File: src/rtl/ble_tx_sequencer.sv
// BLE transmit framing controller: sends preamble and access address with the whitener
// bypassed, reseeds the whitener with the channel, then streams PDU+CRC bits through it.
module ble_tx_sequencer (
    input  logic        aclk,
    input  logic        aresetn,
    input  logic        start,
    input  logic [5:0]  channel,
    input  logic [31:0] access_addr,
    output logic        busy,
    output logic        done,
    input  logic        s_tdata,
    input  logic        s_tvalid,
    input  logic        s_tlast,
    output logic        s_tready,
    output logic        m_tdata,
    output logic        m_tvalid,
    output logic        m_tlast,
    input  logic        m_tready,
    output logic        whit_bypass,
    output logic        whit_restart,
    output logic [5:0]  whit_channel,
    input  logic        mon_tvalid,
    input  logic        mon_tready,
    input  logic        mon_tlast
);

    typedef enum logic [2:0] {
        IDLE,
        PREAMBLE,
        AADDR,
        REINIT,
        PAYLOAD,
        DRAIN
    } state_t;

    state_t      state;
    state_t      next_state;
    logic [5:0]  bit_cnt;
    logic [31:0] shift_reg;
    logic [31:0] aa_reg;
    logic [5:0]  chan_reg;
    logic        done_reg;
    logic [7:0]  preamble;
    logic        beat;
    logic        last_seen;

    // The last preamble bit must differ from the first access-address bit.
    assign preamble  = access_addr[0] ? 8'h55 : 8'hAA;
    assign beat      = m_tvalid && m_tready;
    assign last_seen = mon_tvalid && mon_tready && mon_tlast;

    always_ff @(posedge aclk) begin
        if (!aresetn) begin
            state     <= IDLE;
            bit_cnt   <= '0;
            shift_reg <= '0;
            aa_reg    <= '0;
            chan_reg  <= '0;
            done_reg  <= 1'b0;
        end else begin
            state    <= next_state;
            done_reg <= 1'b0;
            case (state)
                IDLE: begin
                    if (start) begin
                        chan_reg  <= channel;
                        aa_reg    <= access_addr;
                        shift_reg <= {24'h000000, preamble};
                        bit_cnt   <= '0;
                    end
                end
                PREAMBLE: begin
                    if (beat) begin
                        if (bit_cnt == 6'd7) begin
                            shift_reg <= aa_reg;
                            bit_cnt   <= '0;
                        end else begin
                            shift_reg <= {1'b0, shift_reg[31:1]};
                            bit_cnt   <= bit_cnt + 6'd1;
                        end
                    end
                end
                AADDR: begin
                    if (beat) begin
                        shift_reg <= {1'b0, shift_reg[31:1]};
                        bit_cnt   <= (bit_cnt == 6'd31) ? 6'd0 : bit_cnt + 6'd1;
                    end
                end
                // done is held one cycle in DRAIN so busy drops only after the pulse.
                DRAIN: begin
                    if (!done_reg && last_seen) begin
                        done_reg <= 1'b1;
                    end
                end
                default: begin
                end
            endcase
        end
    end

    always_comb begin
        next_state   = state;
        m_tdata      = 1'b0;
        m_tvalid     = 1'b0;
        m_tlast      = 1'b0;
        s_tready     = 1'b0;
        whit_bypass  = 1'b0;
        whit_restart = 1'b0;
        case (state)
            IDLE: begin
                whit_bypass = 1'b1;
                if (start) begin
                    next_state = PREAMBLE;
                end
            end
            PREAMBLE: begin
                whit_bypass = 1'b1;
                m_tvalid    = 1'b1;
                m_tdata     = shift_reg[0];
                if (m_tready && bit_cnt == 6'd7) begin
                    next_state = AADDR;
                end
            end
            AADDR: begin
                whit_bypass = 1'b1;
                m_tvalid    = 1'b1;
                m_tdata     = shift_reg[0];
                if (m_tready && bit_cnt == 6'd31) begin
                    next_state = REINIT;
                end
            end
            // The whitener LFSR advanced during bypassed beats, so it is reseeded here.
            REINIT: begin
                whit_restart = 1'b1;
                next_state   = PAYLOAD;
            end
            PAYLOAD: begin
                m_tdata  = s_tdata;
                m_tvalid = s_tvalid;
                m_tlast  = s_tlast;
                s_tready = m_tready;
                if (s_tvalid && m_tready && s_tlast) begin
                    next_state = DRAIN;
                end
            end
            DRAIN: begin
                if (done_reg) begin
                    next_state = IDLE;
                end
            end
            default: begin
                next_state = IDLE;
            end
        endcase
    end

    assign busy         = (state != IDLE);
    assign done         = done_reg;
    assign whit_channel = chan_reg;

endmodule

File: config.mk
export PLATFORM = sky130hd
export DESIGN_NAME = ble_tx_sequencer
export DESIGN_NICKNAME = d
export VERILOG_FILES = /design/src/rtl/ble_tx_sequencer.sv
export SDC_FILE = /design/constraint.sdc
export NUM_CORES = 1
export LEC_CHECK = 0
export CAP_MARGIN = 20
export CORE_AREA = 2 2 94 96
export DETAILED_ROUTE_END_ITERATION = 16
export DIE_AREA = 0 0 96 98
export PLACE_DENSITY = 0.68
export REMOVE_ABC_BUFFERS = 1
export SYNTH_ARGS = -nofsm -noshare
export SYNTH_HDL_FRONTEND = slang
export SYNTH_SLANG_ARGS = --single-unit
File: constraint.sdc
create_clock -name aclk -period 2.4 [get_ports aclk]
set_clock_uncertainty 0.2 [all_clocks]
set_input_delay 0.72 -clock aclk [delete_from_list [all_inputs] [get_ports aclk]]
set_output_delay 0.72 -clock aclk [all_outputs]
set_load 0.05 [all_outputs]
Yosys cells after proc, flatten, opt, wreduce, memory -nomap -nowiden
Cells that the tools add are included.

Word-level logic and storage cells: 64. Output and inout bits: 14. Input bits: 48. Bits in registers: 80.

Reduce and logical (&&, ||, !) cells: 18. Add/subtract/negate cells: 1. Equality and inequality tests: 14. Mux-type cells: 25.

Operators with widths (number): 32-bit two-way mux (4); 32-bit one-hot mux with 3 select lines (1); 6-bit two-way mux (5); 3-bit one-hot mux with 6 select lines (1); 6-bit one-hot mux with 3 select lines (1); 3-bit two-way mux (5); 2-bit inequality test (second input constant) (7); 1-bit logical AND (8); 8-bit two-way mux (1); 6-bit by 1-bit adder with 6-bit output (second input constant) (1); 3-bit by 2-bit equality test with 1-bit output (second input constant) (2); 3-bit equality test (second input constant) (2); 6-bit by 3-bit equality test with 1-bit output (second input constant) (1); 6-bit by 5-bit equality test with 1-bit output (second input constant) (1); 3-bit nonzero test (2); 1-bit two-way mux (5); 5-bit AND reduction (1); 1-bit one-hot mux with 2 select lines (2); 2-bit AND reduction (2); 4-bit AND reduction (1); 3-bit by 1-bit equality test with 1-bit output (second input constant) (1); 3-bit logical NOT (1); 3-bit OR reduction (1); 2-bit OR reduction (1); 1-bit logical NOT (1).

Depth between registers and ports, before layout
Depth after elaboration: 6. Depth in mapped cells: 8. Depth with buffers taken out: 6.

Worst setup path after synthesis
Ideal clock, no wire load.

Path type: input port to output port. Start point: input port s_tdata. End point: output port m_tdata. Stages on the path: 4. Data required time: 1.480 ns. Path buffers: 0. Setup slack: -0.500 ns. Arrival time: 1.980 ns. Cells stage by stage: nand2_1 -> nor2_1 -> a31oi_1 -> o21ai_0.

Cells in the longest elaborated chain, start to end: 1.

RTL lines: from (decl) (line 11) `input logic s_tdata,`; 1-bit one-hot mux with 2 select lines (line 109) `case (state)`; to (decl) (line 15) `output logic m_tdata,`.

Every way passes these cells.

Worst setup path after layout
Start point: input port s_tvalid. End point: output port m_tvalid.

Cells in the longest elaborated chain, start to end: 1.

RTL lines: from (decl) (line 12) `input logic s_tvalid,`; 1-bit one-hot mux with 2 select lines (line 109); to (decl) (line 16) `output logic m_tvalid,`.

Every way passes these cells.

==> metrics <==
status completed; synth cell count leaders nand2_1 (86), dfxtp_1 (80), a21oi_1 (54), nand3_1 (54), mux2i_1 (24); initial antenna violation count 0; largest net degree at the start of global routing 46; FMAX 428 MHz; CTS sink count 80; # rows 34; Area Overhead vs Synth 30.3%; post-synth top area share 43.2%; Avg WL per Cell 14.0 um; Max rail drop VDD 302 uV; R2R depth 7; crit path time final 2340 ps; via count 3405; Slew Limit Headroom 66.6%; count of cell types in the netlist 40; total CTS buffers 9; DR iter-0 viols 144; Seq cells post-synth 80; Final WS setup 61.8 ps; slew at the pin closest to its max-slew limit 502 ps; Worst Path Buf+Inv 2; worst hold slack 252 ps; hold buffers post-CTS 0; GRT Overall Usage 19.5%; Placed Cells 603; post-DP HPWL 5.74 mm; crit-path max FO 2; CTS HTree Levels 3; Final Setup Violations 0; DP Worst Slack -309 ps; die area 9410 sq um; Vias/cell 5.51; RSZ-0062 raised after global routing false; nets 555; power per cell area 561 nW/um^2; Lkg Pwr 1.74 nW; Routed Antenna Nets 0; Die Span Y 98 um; max-cap violations 0; Port Buffers 61; maximum root-to-sink buffer count 2; worst r2r dst shift_reg[6]; family with the most delay on the worst path buffers and inverters; top cells by area, synth dfxtp_1 (43%), nand2_1 (8.7%), a21oi_1 (7.3%); yosys warns 0; Hold Crit Class flop to flop; Arrival @ worst endpoint 1420 ps; core box area 8470 sq um; critical-path cell list clkdlybuf4s15_1 > nand2_1 > nor2_1 > o31a_1 > buf_12; Synth Flop Type dfxtp_1; Ports 62; CTS tree built; post-layout util 57.1%; reg2reg start bit_cnt[0]; CTS clk-pin slew, worst paths 70 ps; initial core utilization 43.8%; post-synthesis sequential area ratio 43.2%; Setup Crit Path Kind input pin to primary output; root buf cell clkbuf_8; Hold Path Stages 2; Remaining DRCs 0; data required time at the worst endpoint 1480 ps; vias in the first global route 3272; Skew-Pair Late Insertion Delay 350 ps; pins over their slew limit 0; crit-path max cell delay 270 ps; DR pass1 iterations 7; most common cell in the synthesized netlist nand2_1; setup_tns 0 ps; Syn Inst Count 441; DIE WIDTH 96 um; cell area after synthesis 3710 sq um; Final Wtd Congestion 0.868; first-pass GRT wire length 14.8 mm; Hold Crit Start whit_channel[2]; Post-synth EDFFs 0; n_diodes 0; Synth async-reset ratio 0%; CP Launch Type input pin; Finished Layout Cells 618; share of layout cells above drive strength 1 17.6%; kind of end point of the critical path primary output; hold endpoint whit_channel[2]; GRT overflow 0; R2R setup slack 170 ps; Critical-path top delay cell o31a_1; Mapped Avg Cell Area 8.41 sq um; Final Hold Viols 0; Yosys top cell by area dfxtp_1; fin crit share 97.4%; WL final 8.65 mm
==> cell usage in the layout, fill, tap and decap left out, types with 5 or more instances in the layout <==
cell             count
nor2_1               8
mux2_2               6
clkbuf_8            11
dfxtp_1             77
buf_12              11
o21ai_0             12
dlygate4sd2_1        8
a21oi_1             54
a22oi_1              8
mux2i_1             24
nand3_1             54
o211ai_1             5
o211ai_2            18
nand2_1             86
clkdlybuf4s50_1     43
buf_4               27
==> cell families after synthesis <==
group                    share of synthesized area, %
AND/OR/NAND/NOR                                  22.3
AO/OA/AOI/OAI                                    20.3
flip-flops                                       43.2
buffers and inverters                            4.99
multiplexers                                     8.90
adder cells (fa/ha/maj)                         0.337
==> where the power goes <==
group	leakage (nW)	total, mW	switching, mW	internal, mW
sequential	0.655	1.41	0.0334	1.38
clock	0.0882	0.889	0.466	0.424
combinational	1.00	0.410	0.221	0.189
total	1.74	2.71	0.720	1.99
==> worst reg2reg max path, delay by kind of cell, from the launching register on <==
| family | cells | cell delay [ps] |
|---|---|---|
| AO/OA/AOI/OAI | 2 | 290 |
| adder cells (fa/ha/maj) | 1 | 260 |
| buffers and inverters | 1 | 250 |
| flip-flops | 1 | 410 |
| multiplexers | 1 | 340 |
| AND/OR/NAND/NOR | 2 | 370 |
==> worst max path at each step <==
stage | start | to | slack (ps) | cells after the start
6_report | s_tvalid | m_tvalid | 60 | 5
5_1_grt | state[0] | whit_bypass | 2 | 5
3_5_place_dp | s_tdata | m_tdata | -310 | 7
4_1_cts | state[0] | whit_bypass | 4 | 5
3_3_place_gp | s_tdata | m_tdata | -290 | 7
2_1_floorplan | bit_cnt[0] | shift_reg[0] | -740 | 6
==> routing by layer <==
metal / wire (um) / GRT usage (%) / up-vias
met3: 419 / 4.17 / 11
met5: 0 / 0 / -
li1: - / - / 1699
met1: 3830 / 24.5 / 1605
met2: 4290 / 32.6 / 90
met4: 106 / 6.81 / 0
==> timing repair <==
action | CTS | global route
hold endpoints to repair | 0 | 0
setup buffers | 0 | 0
resized for setup | 26 | 4
endpoints found under the setup margin | 12 | 4
pin swaps | 3 | 3
==> per-stage QoR <==
stage	area (sq um)	power, mW
floorplan	3540	1.63
global placement	4630	1.85
detailed placement	4630	1.86
CTS	4820	2.75
global route	4830	2.84
finish	4830	2.71
==> area by class of cell <==
type                    count  area (sq um)
clock buffers              12           155
fillers                   777          3630
well taps                 108           135
clock inverters             3          17.5
inverters                   3          11.3
multi-input cells         321          1960
flip-flops and latches     80          1610
repair buffers             91           938
Note: power is estimated with default switching activity, not from simulation.
